### config.mk
export PLATFORM = sky130hd
export DESIGN_NAME = dmem_port_arbiter
export DESIGN_NICKNAME = d
export VERILOG_FILES = /design/src/rtl/dmem_pkg.sv /design/src/rtl/dmem_load_align.sv /design/src/rtl/dmem_port_arbiter.sv
export SDC_FILE = /design/constraint.sdc
export NUM_CORES = 1
export LEC_CHECK = 0
export CAP_MARGIN = 15
export CELL_PAD_IN_SITES_DETAIL_PLACEMENT = 2
export CELL_PAD_IN_SITES_GLOBAL_PLACEMENT = 2
export CORE_ASPECT_RATIO = 1.2
export CORE_MARGIN = 2
export CORE_UTILIZATION = 24
export DETAILED_ROUTE_END_ITERATION = 10
export GPL_TIMING_DRIVEN = 0
export HOLD_SLACK_MARGIN = 0.1
export PLACE_DENSITY_LB_ADDON = 0.1
export SLEW_MARGIN = 40
export SYNTH_ARGS = -nofsm -noshare
export SYNTH_HDL_FRONTEND = slang
export SYNTH_SLANG_ARGS = --single-unit
export TNS_END_PERCENT = 10
### constraint.sdc
create_clock -name clk -period 1.75 [get_ports clk]
set_input_delay 0.35 -clock clk [delete_from_list [all_inputs] [get_ports clk]]
set_output_delay 0.35 -clock clk [all_outputs]
set_load 0.005 [all_outputs]
### src/rtl/dmem_pkg.sv
// Shared definitions for the data-memory port arbiter: access-size codes,
// requester indices, the command-stage record and the request error check.
package dmem_pkg;

    // Access-size encodings carried on req_size
    localparam logic [1:0] SZ_BYTE = 2'b00;
    localparam logic [1:0] SZ_HALF = 2'b01;
    localparam logic [1:0] SZ_WORD = 2'b10;
    localparam logic [1:0] SZ_ILL  = 2'b11;

    // Requester indices into the per-port vectors
    localparam int PORT_CPU = 0;
    localparam int PORT_DBG = 1;

    // Command-stage record. The byte address is kept beside this record in
    // the top level because its width follows the AW parameter.
    typedef struct packed {
        logic        owner;   // port that issued the command
        logic        we;      // 1 = store, 0 = load
        logic [1:0]  size;    // SZ_* code
        logic        sgn;     // sign-extend subword loads
        logic        err;     // misaligned or illegal size
        logic [31:0] wdata;   // store data, subword data in the low bits
    } dmem_cmd_t;

    // A request is in error when its size is illegal or its address is not
    // naturally aligned for that size.
    function automatic logic size_err(input logic [1:0] size, input logic [1:0] lo);
        return (size == SZ_ILL) ||
               ((size == SZ_HALF) && lo[0]) ||
               ((size == SZ_WORD) && (lo != 2'b00));
    endfunction

endpackage

### src/rtl/dmem_load_align.sv
// Picks the addressed byte or halfword out of a memory word and zero- or
// sign-extends it to 32 bits; whole-word loads pass straight through.
module dmem_load_align
    import dmem_pkg::*;
(
    input  logic [31:0] word_i,
    input  logic [1:0]  lasttwo_i,
    input  logic [1:0]  size_i,
    input  logic        sgn_i,
    output logic [31:0] data_o
);

    logic [7:0]  lane_bytes [4];
    logic [7:0]  byte_sel;
    logic [15:0] half_sel;

    genvar gi;
    generate
        for (gi = 0; gi < 4; gi++) begin : g_lane
            assign lane_bytes[gi] = word_i[8*gi +: 8];
        end
    endgenerate

    assign byte_sel = lane_bytes[lasttwo_i];
    assign half_sel = lasttwo_i[1] ? word_i[31:16] : word_i[15:0];

    // Extend the selected lane according to size and signedness
    always_comb begin
        data_o = 32'h0;
        case (size_i)
            SZ_BYTE: data_o = {{24{sgn_i & byte_sel[7]}}, byte_sel};
            SZ_HALF: data_o = {{16{sgn_i & half_sel[15]}}, half_sel};
            SZ_WORD: data_o = word_i;
            default: data_o = 32'h0;
        endcase
    end

endmodule

### src/rtl/dmem_port_arbiter.sv
// Two-port arbiter in front of a single-ported word memory. One request is
// accepted per cycle, registered into a command stage that drives the memory
// controls directly, and answered two cycles after acceptance.
module dmem_port_arbiter
    import dmem_pkg::*;
#(
    parameter int   AW    = 7,
    parameter logic RR_EN = 1'b1
) (
    input  logic                clk,
    input  logic                rst_n,
    input  logic [1:0]          req_valid,
    output logic [1:0]          req_ready,
    input  logic [1:0]          req_we,
    input  logic [3:0]          req_size,
    input  logic [1:0]          req_signed,
    input  logic [2*(AW+2)-1:0] req_addr,
    input  logic [63:0]         req_wdata,
    output logic [1:0]          rsp_valid,
    output logic                rsp_err,
    output logic [31:0]         rsp_rdata,
    output logic [AW-1:0]       mem_addr,
    output logic                mem_we,
    output logic                mem_re,
    output logic                mem_special,
    output logic                mem_borh,
    output logic [1:0]          mem_lasttwo,
    output logic [31:0]         mem_wdata,
    input  logic [31:0]         mem_rdata
);

    // Per-port views of the flattened request buses
    logic [AW+1:0] addr_arr  [2];
    logic [1:0]    size_arr  [2];
    logic [31:0]   wdata_arr [2];

    genvar gi;
    generate
        for (gi = 0; gi < 2; gi++) begin : g_port
            assign addr_arr[gi]  = req_addr[gi*(AW+2) +: (AW+2)];
            assign size_arr[gi]  = req_size[gi*2 +: 2];
            assign wdata_arr[gi] = req_wdata[gi*32 +: 32];
        end
    endgenerate

    logic [1:0]    grant;
    logic          accept;
    logic          sel;
    logic          last_grant_q, last_grant_d;
    logic          cmd_valid_q, cmd_valid_d;
    dmem_cmd_t     cmd_q, cmd_d;
    logic [AW+1:0] cmd_addr_q, cmd_addr_d;
    logic [1:0]    rsp_valid_q, rsp_valid_d;
    logic          rsp_err_q, rsp_err_d;
    logic [31:0]   rsp_rdata_q, rsp_rdata_d;
    logic [31:0]   load_data;
    logic          issue_ok;

    // Pick one requester: alternate on a tie in round-robin mode, otherwise
    // let the CPU port win
    always_comb begin
        grant = 2'b00;
        if (RR_EN) begin
            if (req_valid == 2'b11) begin
                if (last_grant_q) grant[PORT_CPU] = 1'b1;
                else              grant[PORT_DBG] = 1'b1;
            end else begin
                grant = req_valid;
            end
        end else begin
            if (req_valid[PORT_CPU])      grant[PORT_CPU] = 1'b1;
            else if (req_valid[PORT_DBG]) grant[PORT_DBG] = 1'b1;
        end
    end

    // The pipeline never stalls, so a grant is an accept; nothing is
    // accepted while reset is held
    assign req_ready = grant & {2{rst_n}};
    assign accept    = |grant;
    assign sel       = grant[PORT_DBG];

    // Capture the accepted request into the command stage
    always_comb begin
        last_grant_d = last_grant_q;
        cmd_valid_d  = accept;
        cmd_d        = cmd_q;
        cmd_addr_d   = cmd_addr_q;
        if (accept) begin
            last_grant_d = sel;
            cmd_addr_d   = addr_arr[sel];
            cmd_d.owner  = sel;
            cmd_d.we     = req_we[sel];
            cmd_d.size   = size_arr[sel];
            cmd_d.sgn    = req_signed[sel];
            cmd_d.wdata  = wdata_arr[sel];
            cmd_d.err    = size_err(size_arr[sel], addr_arr[sel][1:0]);
        end
    end

    // Memory controls come straight from the command stage; errored
    // commands never touch the memory
    assign issue_ok    = cmd_valid_q & ~cmd_q.err;
    assign mem_we      = issue_ok & cmd_q.we;
    assign mem_re      = issue_ok & ~cmd_q.we;
    assign mem_special = mem_we & (cmd_q.size != SZ_WORD);
    assign mem_borh    = mem_special & (cmd_q.size == SZ_HALF);
    assign mem_addr    = cmd_addr_q[AW+1:2];
    assign mem_lasttwo = cmd_addr_q[1:0];
    assign mem_wdata   = cmd_q.wdata;

    dmem_load_align u_align (
        .word_i    (mem_rdata),
        .lasttwo_i (cmd_addr_q[1:0]),
        .size_i    (cmd_q.size),
        .sgn_i     (cmd_q.sgn),
        .data_o    (load_data)
    );

    // Build the response for the command issuing this cycle
    always_comb begin
        rsp_valid_d = 2'b00;
        rsp_err_d   = 1'b0;
        rsp_rdata_d = 32'h0;
        if (cmd_valid_q) begin
            rsp_valid_d[cmd_q.owner] = 1'b1;
            rsp_err_d                = cmd_q.err;
            if (!cmd_q.we && !cmd_q.err) rsp_rdata_d = load_data;
        end
    end

    assign rsp_valid = rsp_valid_q;
    assign rsp_err   = rsp_err_q;
    assign rsp_rdata = rsp_rdata_q;

    // State registers; reset drops any in-flight command and response
    always_ff @(posedge clk or negedge rst_n) begin
        if (!rst_n) begin
            last_grant_q <= 1'b1;
            cmd_valid_q  <= 1'b0;
            cmd_q        <= '0;
            cmd_addr_q   <= '0;
            rsp_valid_q  <= 2'b00;
            rsp_err_q    <= 1'b0;
            rsp_rdata_q  <= 32'h0;
        end else begin
            last_grant_q <= last_grant_d;
            cmd_valid_q  <= cmd_valid_d;
            cmd_q        <= cmd_d;
            cmd_addr_q   <= cmd_addr_d;
            rsp_valid_q  <= rsp_valid_d;
            rsp_err_q    <= rsp_err_d;
            rsp_rdata_q  <= rsp_rdata_d;
        end
    end

endmodule

## Word level (Yosys, flattened, before mapping)

Cells that the tools add are included.

- $lt $le $gt $ge: 5
- Eq/ne operators: 7
- Multiplexer cells: 27
- Bitwise gates (word level): 12
- Reduce and logical (&&, ||, !) cells: 11

Operator list:

| cell | count |
|---|---|
| $mux W32 | 5 |
| $pmux W32 S3 | 1 |
| $mux W9 | 3 |
| $bmux W8 S2 | 1 |
| $mux W16 | 1 |
| $mux W8 | 2 |
| $mux W2 | 5 |
| $eq A2 B2 Y1 const B | 4 |
| $mux W1 | 8 |
| $and A1 B1 Y1 | 7 |
| $eq A2 B1 Y1 const B | 2 |
| $logic_and A1 B1 Y1 | 4 |
| $lt A1 B2 Y1 const B | 2 |
| $ge A3 B3 Y1 const B | 1 |
| $not A2 Y3 | 1 |
| $and A2 B2 Y2 | 1 |
| $ge A2 B2 Y1 const B | 1 |
| $logic_not A1 Y1 | 2 |
| $logic_not A2 Y1 | 1 |
| $logic_or A1 B1 Y1 | 2 |
| $ne A2 B2 Y1 const B | 1 |
| $not A1 Y1 | 2 |
| $not A1 Y2 | 1 |
| $reduce_bool A2 Y1 | 1 |
| other kinds (3) | 3 |

- Register bits: 84
- Bits of input ports: 126
- Output and inout bits: 82
- Logic and storage cells: 74

## Longest topological paths before layout

Gate-level depths: netlist of run 1.

- Word-level depth: 10
- Gate-level depth with buffers: 6
- Mapped depth without buffers: 5

## Modules after synthesis

Synthesis of run 1 repeated with hierarchy kept, for this count alone.

- Cell total of the unflattened synthesis: 504
- Area total of the unflattened synthesis: 4,964.8 um^2

Modules (own cells, without submodules):

| module | times used | cells an instance | area an instance (um^2) | seq. area each (um^2) |
|---|---|---|---|---|
| dmem_port_arbiter | 1 | 379 | 4,067.7 | 2,103.3 |
| dmem_load_align | 1 | 125 | 897.1 | 0.0 |

## Worst setup path after synthesis of run 1

Ideal clock, no wire load.

- Kind: flip-flop to output port
- Start point: register cmd_q[34] in the netlist's numbering
- End point: output mem_special
- Arrival: 1.109 ns
- Data required time: 1.400 ns
- Setup slack: 0.291 ns
- Cell stages (with the launch flop): 5
- Buffers on the path: 2
- Path through: dfrtp_1 -> nor2b_1 -> buf_2 -> clkbuf_1 -> nor2_1

- Longest elaborated chain between the ends: 2

Ends and longest elaborated chain:

| element | RTL line | text |
|---|---|---|
| from (decl) | dmem_port_arbiter.sv:51 | `dmem_cmd_t cmd_q, cmd_d;` |
| from (signal assigned) | dmem_port_arbiter.sv:148 | `cmd_q <= cmd_d;` |
| $ne A2 B2 Y1 | dmem_port_arbiter.sv:105 | `assign mem_special = mem_we & (cmd_q.size != SZ_WORD);` |
| $and A1 B1 Y1 | dmem_port_arbiter.sv:105 |  |
| to (decl) | dmem_port_arbiter.sv:25 | `output logic mem_special,` |

No other way between the ends.

## Worst setup path in the final report of run 1

- Start point: register cmd_q[32] in the netlist's numbering
- End point: output mem_borh

- Longest elaborated chain between the ends: 5

Ends and longest elaborated chain:

| element | RTL line | text |
|---|---|---|
| $not A1 Y1 | dmem_port_arbiter.sv:102 | `assign issue_ok = cmd_valid_q & ~cmd_q.err;` |
| $and A1 B1 Y1 | dmem_port_arbiter.sv:102 |  |
| $and A1 B1 Y1 | dmem_port_arbiter.sv:103 | `assign mem_we = issue_ok & cmd_q.we;` |
| $and A1 B1 Y1 | dmem_port_arbiter.sv:105 |  |
| $and A1 B1 Y1 | dmem_port_arbiter.sv:106 | `assign mem_borh = mem_special & (cmd_q.size == SZ_HALF);` |
| to (decl) | dmem_port_arbiter.sv:26 | `output logic mem_borh,` |

No other way between the ends.

==> results of run 1 <==
==> per-stage QoR <==
| stage | instances | hold WS, ps | setup slack, ps |
|---|---|---|---|
| 2_1_floorplan | 445 | 54.41 | 291.0 |
| 3_3_place_gp | 876 | 441.3 | -3588 |
| 3_5_place_dp | 877 | 217.2 | -754.3 |
| 4_1_cts | 909 | 454.0 | -79.21 |
| 5_1_grt | 910 | 473.3 | -157.2 |
| 6_report | 910 | 448.6 | -87.81 |
==> synthesized netlist by cell type (2+ instances only) <==
| library cell | instances | area, um2 |
|---|---|---|
| nor2_1 | 87 | 326.6 |
| dfrtp_1 | 83 | 2077 |
| mux2_2 | 48 | 540.5 |
| o22ai_1 | 41 | 256.5 |
| a21oi_1 | 33 | 165.2 |
| buf_4 | 32 | 240.2 |
| nand2_1 | 22 | 82.58 |
| a22oi_1 | 14 | 105.1 |
| buf_2 | 13 | 65.06 |
| clkbuf_1 | 8 | 30.03 |
| nand3_1 | 7 | 35.03 |
| buf_1 | 5 | 18.77 |
| and2_1 | 4 | 25.02 |
| inv_1 | 4 | 15.01 |
| a32oi_1 | 3 | 26.28 |
| buf_6 | 3 | 33.78 |
| mux2i_1 | 3 | 30.03 |
| nand2b_1 | 3 | 18.77 |
| nor2b_1 | 3 | 18.77 |
| nor3_1 | 3 | 15.01 |
| o21ai_0 | 3 | 15.01 |
| a2bb2oi_1 | 2 | 17.52 |
| o21bai_1 | 2 | 15.01 |
==> cell type report <==
type / count / area, um2 / share of cell area (%)
Clock buffer: 10 / 229.0 / 3.164
Multi-Input combinational cell: 295 / 1899 / 26.25
Antenna cell: 1 / 2.502 / 0.03458
Buffer: 61 / 430.4 / 5.948
Sequential cell: 84 / 2107 / 29.12
Timing Repair Buffer: 225 / 2233 / 30.87
Inverter: 5 / 23.77 / 0.3285
Clock inverter: 5 / 30.03 / 0.4150
Tap cell: 224 / 280.3 / 3.873
==> path summary, 6_finish.rpt <==
path	start	to	cells past startpoint
worst min-delay path	cmd_q[37]	rsp_valid[0]	1
worst max register to register	last_grant_q	cmd_q[32]	6
min in group asynchronous	rst_n	mem_wdata[21]	3
worst max-delay path	cmd_q[32]	mem_borh	5
worst min register to register	cmd_q[37]	rsp_valid[0]	1
max in group asynchronous	rst_n	mem_wdata[30]	3
==> worst max-delay path, delay by kind of cell, from the launching register on <==
kind	cells	cell delay, ps
DFF	1	390
and+or+nand+nor	2	310
buffers and inverters	3	450
==> logic make-up after synthesis <==
| group | Yosys count | synth area share, % |
|---|---|---|
| buffers and inverters | 66 | 9.293 |
| AOI/OAI and AO/OA | 105 | 15.59 |
| and+or+nand+nor | 138 | 13.85 |
| DFF | 84 | 47.92 |
| muxes | 52 | 13.34 |
==> report_power, final <==
group	internal (mW)	switching, mW	total [mW]	leakage (nW)
Sequential	2.15	0.113	2.27	1.04
Clock	0.948	0.840	1.79	0.124
Combinational	1.13	0.801	1.93	1.86
==> cell usage in the layout (no fill, tap or decap), types with 4 or more instances in the layout <==
cell / instances
nand3_1: 7
inv_1: 4
a21oi_1: 33
nor2_1: 86
clkbuf_2: 5
clkbuf_16: 9
o22ai_1: 41
buf_6: 10
buf_1: 4
dfrtp_1: 80
mux2_2: 48
and2_1: 4
nand2_1: 22
buf_2: 14
clkdlybuf4s50_1: 197
a22oi_1: 14
buf_4: 45
==> what timing repair did <==
item / CTS / global route
hold endpoints to repair: 23 / 0
hold buffers: 2 / 0
pin swaps: 1 / 0
endpoints found under the setup margin: 48 / 49
gates resized for setup: 47 / 12
buffers inserted: 15 / 0
==> state kept, by name, indices dropped and copies added, names as in the netlist <==
signal        flops
mem_wdata        32
cmd_valid_q       1
rsp_rdata        32
rsp_valid         2
cmd_q             6
last_grant_q      1
rsp_err           1
cmd_addr_q        9
==> metal layers <==
layer | vias up | track usage (%) | wire length [um]
li1 | 2002 | - | -
met2 | 140 | 32.44 | 9042
met5 | - | 0 | 0
met1 | 2078 | 20.76 | 6841
met3 | 19 | 4.600 | 1131
met4 | 0 | 6.332 | 379
==> impl_metrics.tcl, run 1 <==
set metrics [dict create \
    final_area_um2 7236 \
    maxCapViolCount 0 \
    nFillCells 1921 \
    avgSynthCellArea_um2 9.863 \
    drc 0 \
    num_vias 4239 \
    final_util_pct 40.11 \
    path_clk_slew_ps 60 \
    fmax_mhz 544.1 \
    relSlewSlack_pct 59.72 \
    timing.final.ws_setup_ps -87.81 \
    clock-root-buffer "clkbuf_16" \
    drt_wl_total_um 17390 \
    drv_slew 0 \
    setup_viol 2 \
    period_minus_slack_ps 1838 \
    ant_nets 0 \
    p_leak_nw 3.019 \
    timing.final.crit_share_pct 105.0 \
    cellPowerDensity_nw_per_um2 827.5 \
    final_hold_viol_count 0 \
    die_h_um 152.1 \
    yosys_warnings 0 \
    firstDrtPassIters 4 \
    tritoncts "done" \
    grt_max_degree 62 \
    crit_type "reg2out" \
    cts-buffers-inserted 9 \
    synth_flop_cell "dfrtp_1" \
    antenna_found_initial 2 \
    tightestPinTransition_ps 604.2 \
    worstPathRequired_ps 1400 \
    synthCells 445 \
    htreeDepth 3 \
    dpl_cell_area_um2 6774 \
    dieWidth_um 127.5 \
    power_mw 5.988 \
    core_area_um2 18040 \
    ys_seq_area_share_pct 47.92 \
    grt_pass1_vias 4977 \
    grt_pass1_wl_um 27300 \
    syn_nets 571 \
    dieArea_um2 19390 \
    violations "setup timing" \
    r2r_slack_ps 10 \
    crit_arrival_ps 1490 \
    drive_gt1_share_pct 23.21 \
    skew_ps 5.601 \
    synth_cell_types 42 \
    async_reset_ff_share_pct 100.0 \
    crit_slowest_cell "dfrtp_1" \
    viasPerCell 4.658 \
    cp-start-kind "flip-flop" \
    syn_to_final_growth_pct 64.85 \
    overflow 0 \
    cts_sinks 84 \
    port_buffers 207 \
    rsz0062_at_grt "true" \
    outcome "finished, violations left" \
    cp_max_fo 3 \
    hp-class "reg2reg" \
    synth-edff-count 0 \
    gp_congestion 0.7526 \
    start_util_pct 24.33 \
    ir_drop_mv 0.3914 \
    rows 54 \
    path_cells "buf_6 -> nand3b_1 -> buf_4 -> nor2_1 -> buf_2" \
    clockBufferDepth 2 \
    nets 807 \
    ys_seq_elements 84 \
    synthesis.area_um2 4389 \
    place_hpwl_um 13030 \
    track_usage_pct 18.12 \
    drtIter0Drc 113 \
    max_stage_delay_ps 390 \
    clk_latency_ps 350 \
    wl_per_cell_um 19.11 \
    cp-end-kind "primary output" \
    fin_tns_setup_ps -141.3 \
    io_pins 208 \
]
(Power assumes the default switching activity.)
==> inputs of run 2 (changes only) <==
--- a/config.mk
+++ b/config.mk
@@ -11,6 +11,7 @@
 export CORE_ASPECT_RATIO = 1.2
 export CORE_MARGIN = 2
 export CORE_UTILIZATION = 24
+export CTS_BUF_LIST = sky130_fd_sc_hd__clkbuf_4 sky130_fd_sc_hd__clkbuf_8 sky130_fd_sc_hd__clkbuf_16
 export DETAILED_ROUTE_END_ITERATION = 10
 export GPL_TIMING_DRIVEN = 0
 export HOLD_SLACK_MARGIN = 0.1
==> impl_metrics.tcl, run 2 (synthesized netlist as in run 1, its figures left out) <==
set metrics [dict create \
    viasPerCell 4.656 \
    maxCapViolCount 0 \
    timing.final.crit_share_pct 104.3 \
    track_usage_pct 18.05 \
    outcome "finished, violations left" \
    worstHoldStart "cmd_q[37]" \
    core_area_um2 18040 \
    place_inst 877 \
    critical_path.top_delay_family "buffers and inverters" \
    htreeDepth 3 \
    antenna_found_initial 2 \
    crit_arrival_ps 1480 \
    gp_congestion 0.7526 \
    critPathBufInv 3 \
    period_minus_slack_ps 1826 \
    relSlewSlack_pct 61.08 \
    dieArea_um2 19390 \
    layout_common_cells "clkdlybuf4s50_1 (197), nor2_1 (86), dfrtp_1 (80), mux2_2 (48), buf_4 (46)" \
    tightestPinTransition_ps 583.8 \
    start_util_pct 24.33 \
    rows 54 \
    hp-class "reg2reg" \
    tritoncts "done" \
    rr_endpoint "cmd_q[32]" \
    nFillCells 1927 \
    hold_depth 1 \
    crit_slowest_cell "dfrtp_1" \
    drive_gt1_share_pct 23.50 \
    ir_drop_mv 0.3731 \
    timing.final.ws_setup_ps -76.05 \
    drt_wl_total_um 17430 \
    final_hold_viol_count 0 \
    overflow 0 \
    cp-end-kind "primary output" \
    cts-buffers-inserted 9 \
    clock-root-buffer "clkbuf_16" \
    path_clk_slew_ps 60 \
    skew_ps 5.538 \
    syn_to_final_growth_pct 65.65 \
    wl_per_cell_um 19.15 \
    final_common_cell "clkdlybuf4s50_1" \
    r2r_slack_ps 60 \
    num_vias 4237 \
    die_h_um 152.1 \
    drc 0 \
    grt_pass1_wl_um 27230 \
    drv_slew 0 \
    rsz0062_at_grt "true" \
    setup_viol 3 \
    fmax_mhz 547.6 \
    p_leak_nw 3.023 \
    cp-start-kind "flip-flop" \
    grt_max_degree 62 \
    worstPathRequired_ps 1400 \
    cts_sinks 84 \
    final_util_pct 40.30 \
    cp_max_fo 3 \
    finalNonFillerCells 910 \
    hold_ws_ps 447.8 \
    nets 807 \
    clk_latency_ps 340 \
    clockBufferDepth 2 \
    crit_type "reg2out" \
    grt_pass1_vias 4971 \
    io_pins 208 \
    max_stage_delay_ps 390 \
    firstDrtPassIters 4 \
    r2r.worst_path.cells 6 \
    reg2reg_from "last_grant_q" \
    violations "setup timing" \
    port_buffers 207 \
    cellPowerDensity_nw_per_um2 825.5 \
    dieWidth_um 127.5 \
    ant_nets 0 \
    whs_endpoint "rsp_valid[0]" \
    path_cells "buf_6 -> nand3b_1 -> buf_4 -> nor2_1 -> buf_2" \
    place_hpwl_um 13030 \
    drtIter0Drc 104 \
]
-- run 2: changes by cell type in the layout (fill, tap and decap cells not counted), sizes merged --
cell    delta
buf        -1
clkbuf     +1
-- run 2: through the flow --
step           power [mW]  setup WS [ps]  instance area (um2)  TNS [ps]
2_1_floorplan       3.126          291.0                 4389         0
3_3_place_gp        4.077          -3588                 6741   -293720
3_5_place_dp        4.159         -754.3                 6774    -22180
4_1_cts             6.081         -71.33                 7227    -177.4
5_1_grt             6.330         -148.0                 7271    -544.3
6_report            6.002         -76.05                 7271    -144.1
-- run 2: how the worst max path moves through the flow --
stage | startpoint | depth (start not counted) | slack, ps | endpoint
2_1_floorplan | cmd_q[34] | 4 | 290 | mem_special
3_3_place_gp | rst_n | 3 | -3590 | req_ready[0]
3_5_place_dp | req_valid[0] | 5 | -750 | req_ready[0]
4_1_cts | cmd_q[32] | 5 | -70 | mem_borh
5_1_grt | cmd_q[32] | 5 | -150 | mem_borh
6_report | cmd_q[32] | 5 | -80 | mem_borh
-- run 2: area by class of cell --
class | instances | area (um2) | share of cell area, %
inverters | 5 | 23.77 | 0.3270
clock inverters | 5 | 30.03 | 0.4130
flip-flops and latches | 84 | 2107 | 28.98
plain buffers | 61 | 435.4 | 5.989
repair buffers | 225 | 2233 | 30.72
clock buffers | 10 | 232.7 | 3.201
multi-input cells | 295 | 1926 | 26.48
well taps | 224 | 280.3 | 3.855
diodes | 1 | 2.502 | 0.03442
-- run 2: routing by layer --
metal / vias up / GRT usage, % / part of all wire, %
li1: 2003 / - / -
met5: - / 0 / 0
met1: 2077 / 20.70 / 39
met2: 140 / 32.49 / 52
met3: 17 / 4.600 / 6.7
met4: 0 / 5.861 / 1.9
-- run 2: repair_timing --
| item | 4_1_cts | 5_1_grt |
|---|---|---|
| hold buffers | 2 | 0 |
| gates resized for setup | 46 | 18 |
| hold endpoints to repair | 23 | 0 |
| setup buffers | 15 | 0 |
| pin swaps | 1 | 0 |
| endpoints found under the setup margin | 48 | 49 |
-- run 2: report_power, final --
part           switching, mW  internal (mW)  total (mW)
Combinational          0.808           1.14        1.95
Clock                  0.825          0.964        1.79
Sequential             0.113           2.15        2.27
-- run 2: worst reg2reg max path, stage by stage (launching register included) --
cell and delay, ps:
dfstp_2 550, buf_6 120, a21bo_1 110, buf_4 190
mux2i_4 280, a21oi_1 60, a211o_1 270
==> inputs of run 3 (changes only) <==
==> constraint.sdc (replaced) <==
create_clock -name clk -period 1.9 [get_ports clk]
set_input_delay 0.38 -clock clk [delete_from_list [all_inputs] [get_ports clk]]
set_output_delay 0.38 -clock clk [all_outputs]
set_load 0.005 [all_outputs]
==> impl_metrics.tcl, run 3 (synthesized netlist as in run 1, its figures left out) <==
set metrics [dict create \
    path_clk_slew_ps 60 \
    dieArea_um2 19390 \
    layout_common_cells "clkdlybuf4s50_1 (198), nor2_1 (87), dfrtp_1 (81), mux2_2 (48), buf_4 (43)" \
    cts_sinks 84 \
    ir_drop_mv 0.3518 \
    skew_ps 7.206 \
    gp_congestion 0.7526 \
    timing.final.crit_share_pct 99.78 \
    fmax_mhz 527.5 \
    start_util_pct 24.33 \
    timing.final.ws_setup_ps 4.233 \
    io_pins 208 \
    dpl_cell_area_um2 6774 \
    grt_pass1_wl_um 27000 \
    clockBufferDepth 2 \
    crit_type "reg2out" \
    hp-class "reg2reg" \
    cp-start-kind "flip-flop" \
    place_inst 877 \
    syn_to_final_growth_pct 63.54 \
    nets 801 \
    path_cells "or3b_1 -> buf_6 -> clkinv_2 -> dlygate4sd2_1" \
    p_leak_nw 3.002 \
    core_area_um2 18040 \
    tightestPinTransition_ps 604.0 \
    hold_ws_ps 443.0 \
    ant_nets 0 \
    drv_slew 0 \
    place_hpwl_um 13030 \
    tritoncts "done" \
    pre_cts_ws_ps -664.3 \
    fin_tns_setup_ps 0 \
    overflow 0 \
    outcome "finished clean" \
    firstDrtPassIters 4 \
    maxCapViolCount 0 \
    final_area_um2 7178 \
    drc 0 \
    grt_max_degree 62 \
    worstPathRequired_ps 1520 \
    port_buffers 207 \
    drt_wl_total_um 17340 \
    power_mw 5.479 \
    cp-end-kind "primary output" \
    rows 54 \
    relSlewSlack_pct 59.65 \
    dieWidth_um 127.5 \
    clock-root-buffer "clkbuf_16" \
    critical_path.top_delay_family "buffers and inverters" \
    drive_gt1_share_pct 21.06 \
    final_util_pct 39.79 \
    final_common_cell "clkdlybuf4s50_1" \
    drtIter0Drc 106 \
    track_usage_pct 17.90 \
    max_stage_delay_ps 390 \
    rsz0062_at_grt "true" \
    htreeDepth 3 \
    critPathBufInv 3 \
    antenna_found_initial 2 \
    finalNonFillerCells 904 \
    viasPerCell 4.660 \
    crit_arrival_ps 1520 \
    crit_slowest_cell "or3b_1" \
    num_vias 4213 \
    setup_viol 0 \
    die_h_um 152.1 \
    wl_per_cell_um 19.18 \
    grt_pass1_vias 4893 \
    period_minus_slack_ps 1896 \
    cellPowerDensity_nw_per_um2 763.3 \
    cp_max_fo 2 \
    clk_latency_ps 340 \
    cts-buffers-inserted 9 \
    final_hold_viol_count 0 \
]
==> run 3: cell types whose count changed in the layout (fill, tap and decap cells not counted), moves of 2 or more <==
cell | previous run | this run
buf_6 | 10 | 7
a32oi_2 | 2 | 0
buf_2 | 12 | 8
a32oi_1 | 1 | 3
dlymetal6s2s_1 | 0 | 2
buf_4 | 46 | 43
clkbuf_1 | 4 | 7
clkbuf_4 | 3 | 1
==> run 3: timing repair <==
action | CTS | global route
endpoints found under the setup margin | 7 | 6
pin swaps | 0 | 1
hold endpoints to repair | 22 | 0
resized for setup | 21 | 9
hold buffers | 2 | 0
setup buffers | 7 | 3
==> run 3: path summary, 6_finish.rpt <==
kind,startpoint,to,slack [ps],cells after the start
worst max-delay path,cmd_q[32],mem_re,4,4
worst min-delay path,cmd_q[37],rsp_valid[0],440,1
worst max register to register,last_grant_q,cmd_q[32],150,5
worst min register to register,cmd_q[37],rsp_valid[0],440,1
max in group asynchronous,rst_n,cmd_addr_q[3],700,3
min in group asynchronous,rst_n,last_grant_q,830,2
==> run 3: area by class of cell <==
| class | instances | area (um2) |
|---|---|---|
| clock inverters | 5 | 30.03 |
| clock buffers | 10 | 232.7 |
| plain buffers | 60 | 411.6 |
| well taps | 224 | 280.3 |
| multi-input cells | 295 | 1897 |
| diodes | 1 | 2.502 |
| inverters | 5 | 20.02 |
| repair buffers | 220 | 2198 |
| fillers | 1924 | 10860 |
| flip-flops and latches | 84 | 2106 |
==> run 3: metal layers <==
metal / vias up / part of all wire, % / GRT usage (%)
li1: 1991 / - / -
met3: 17 / 7.0 / 4.600
met5: - / 0 / 0
met1: 2061 / 40 / 20.63
met4: 0 / 1.9 / 5.861
met2: 144 / 52 / 32.06
==> run 3: power by group <==
| group | internal [mW] | switching (mW) | total [mW] |
|---|---|---|---|
| registers | 1.98 | 0.109 | 2.09 |
| clock network | 0.888 | 0.758 | 1.65 |
| logic | 1.02 | 0.725 | 1.74 |
==> run 3: worst register-to-register path: stages, from the launching register on <==
cell	delay, ps
dfstp_2	610
a21bo_1	130
buf_2	220
mux2i_1	330
a21oi_1	70
a211o_1	280
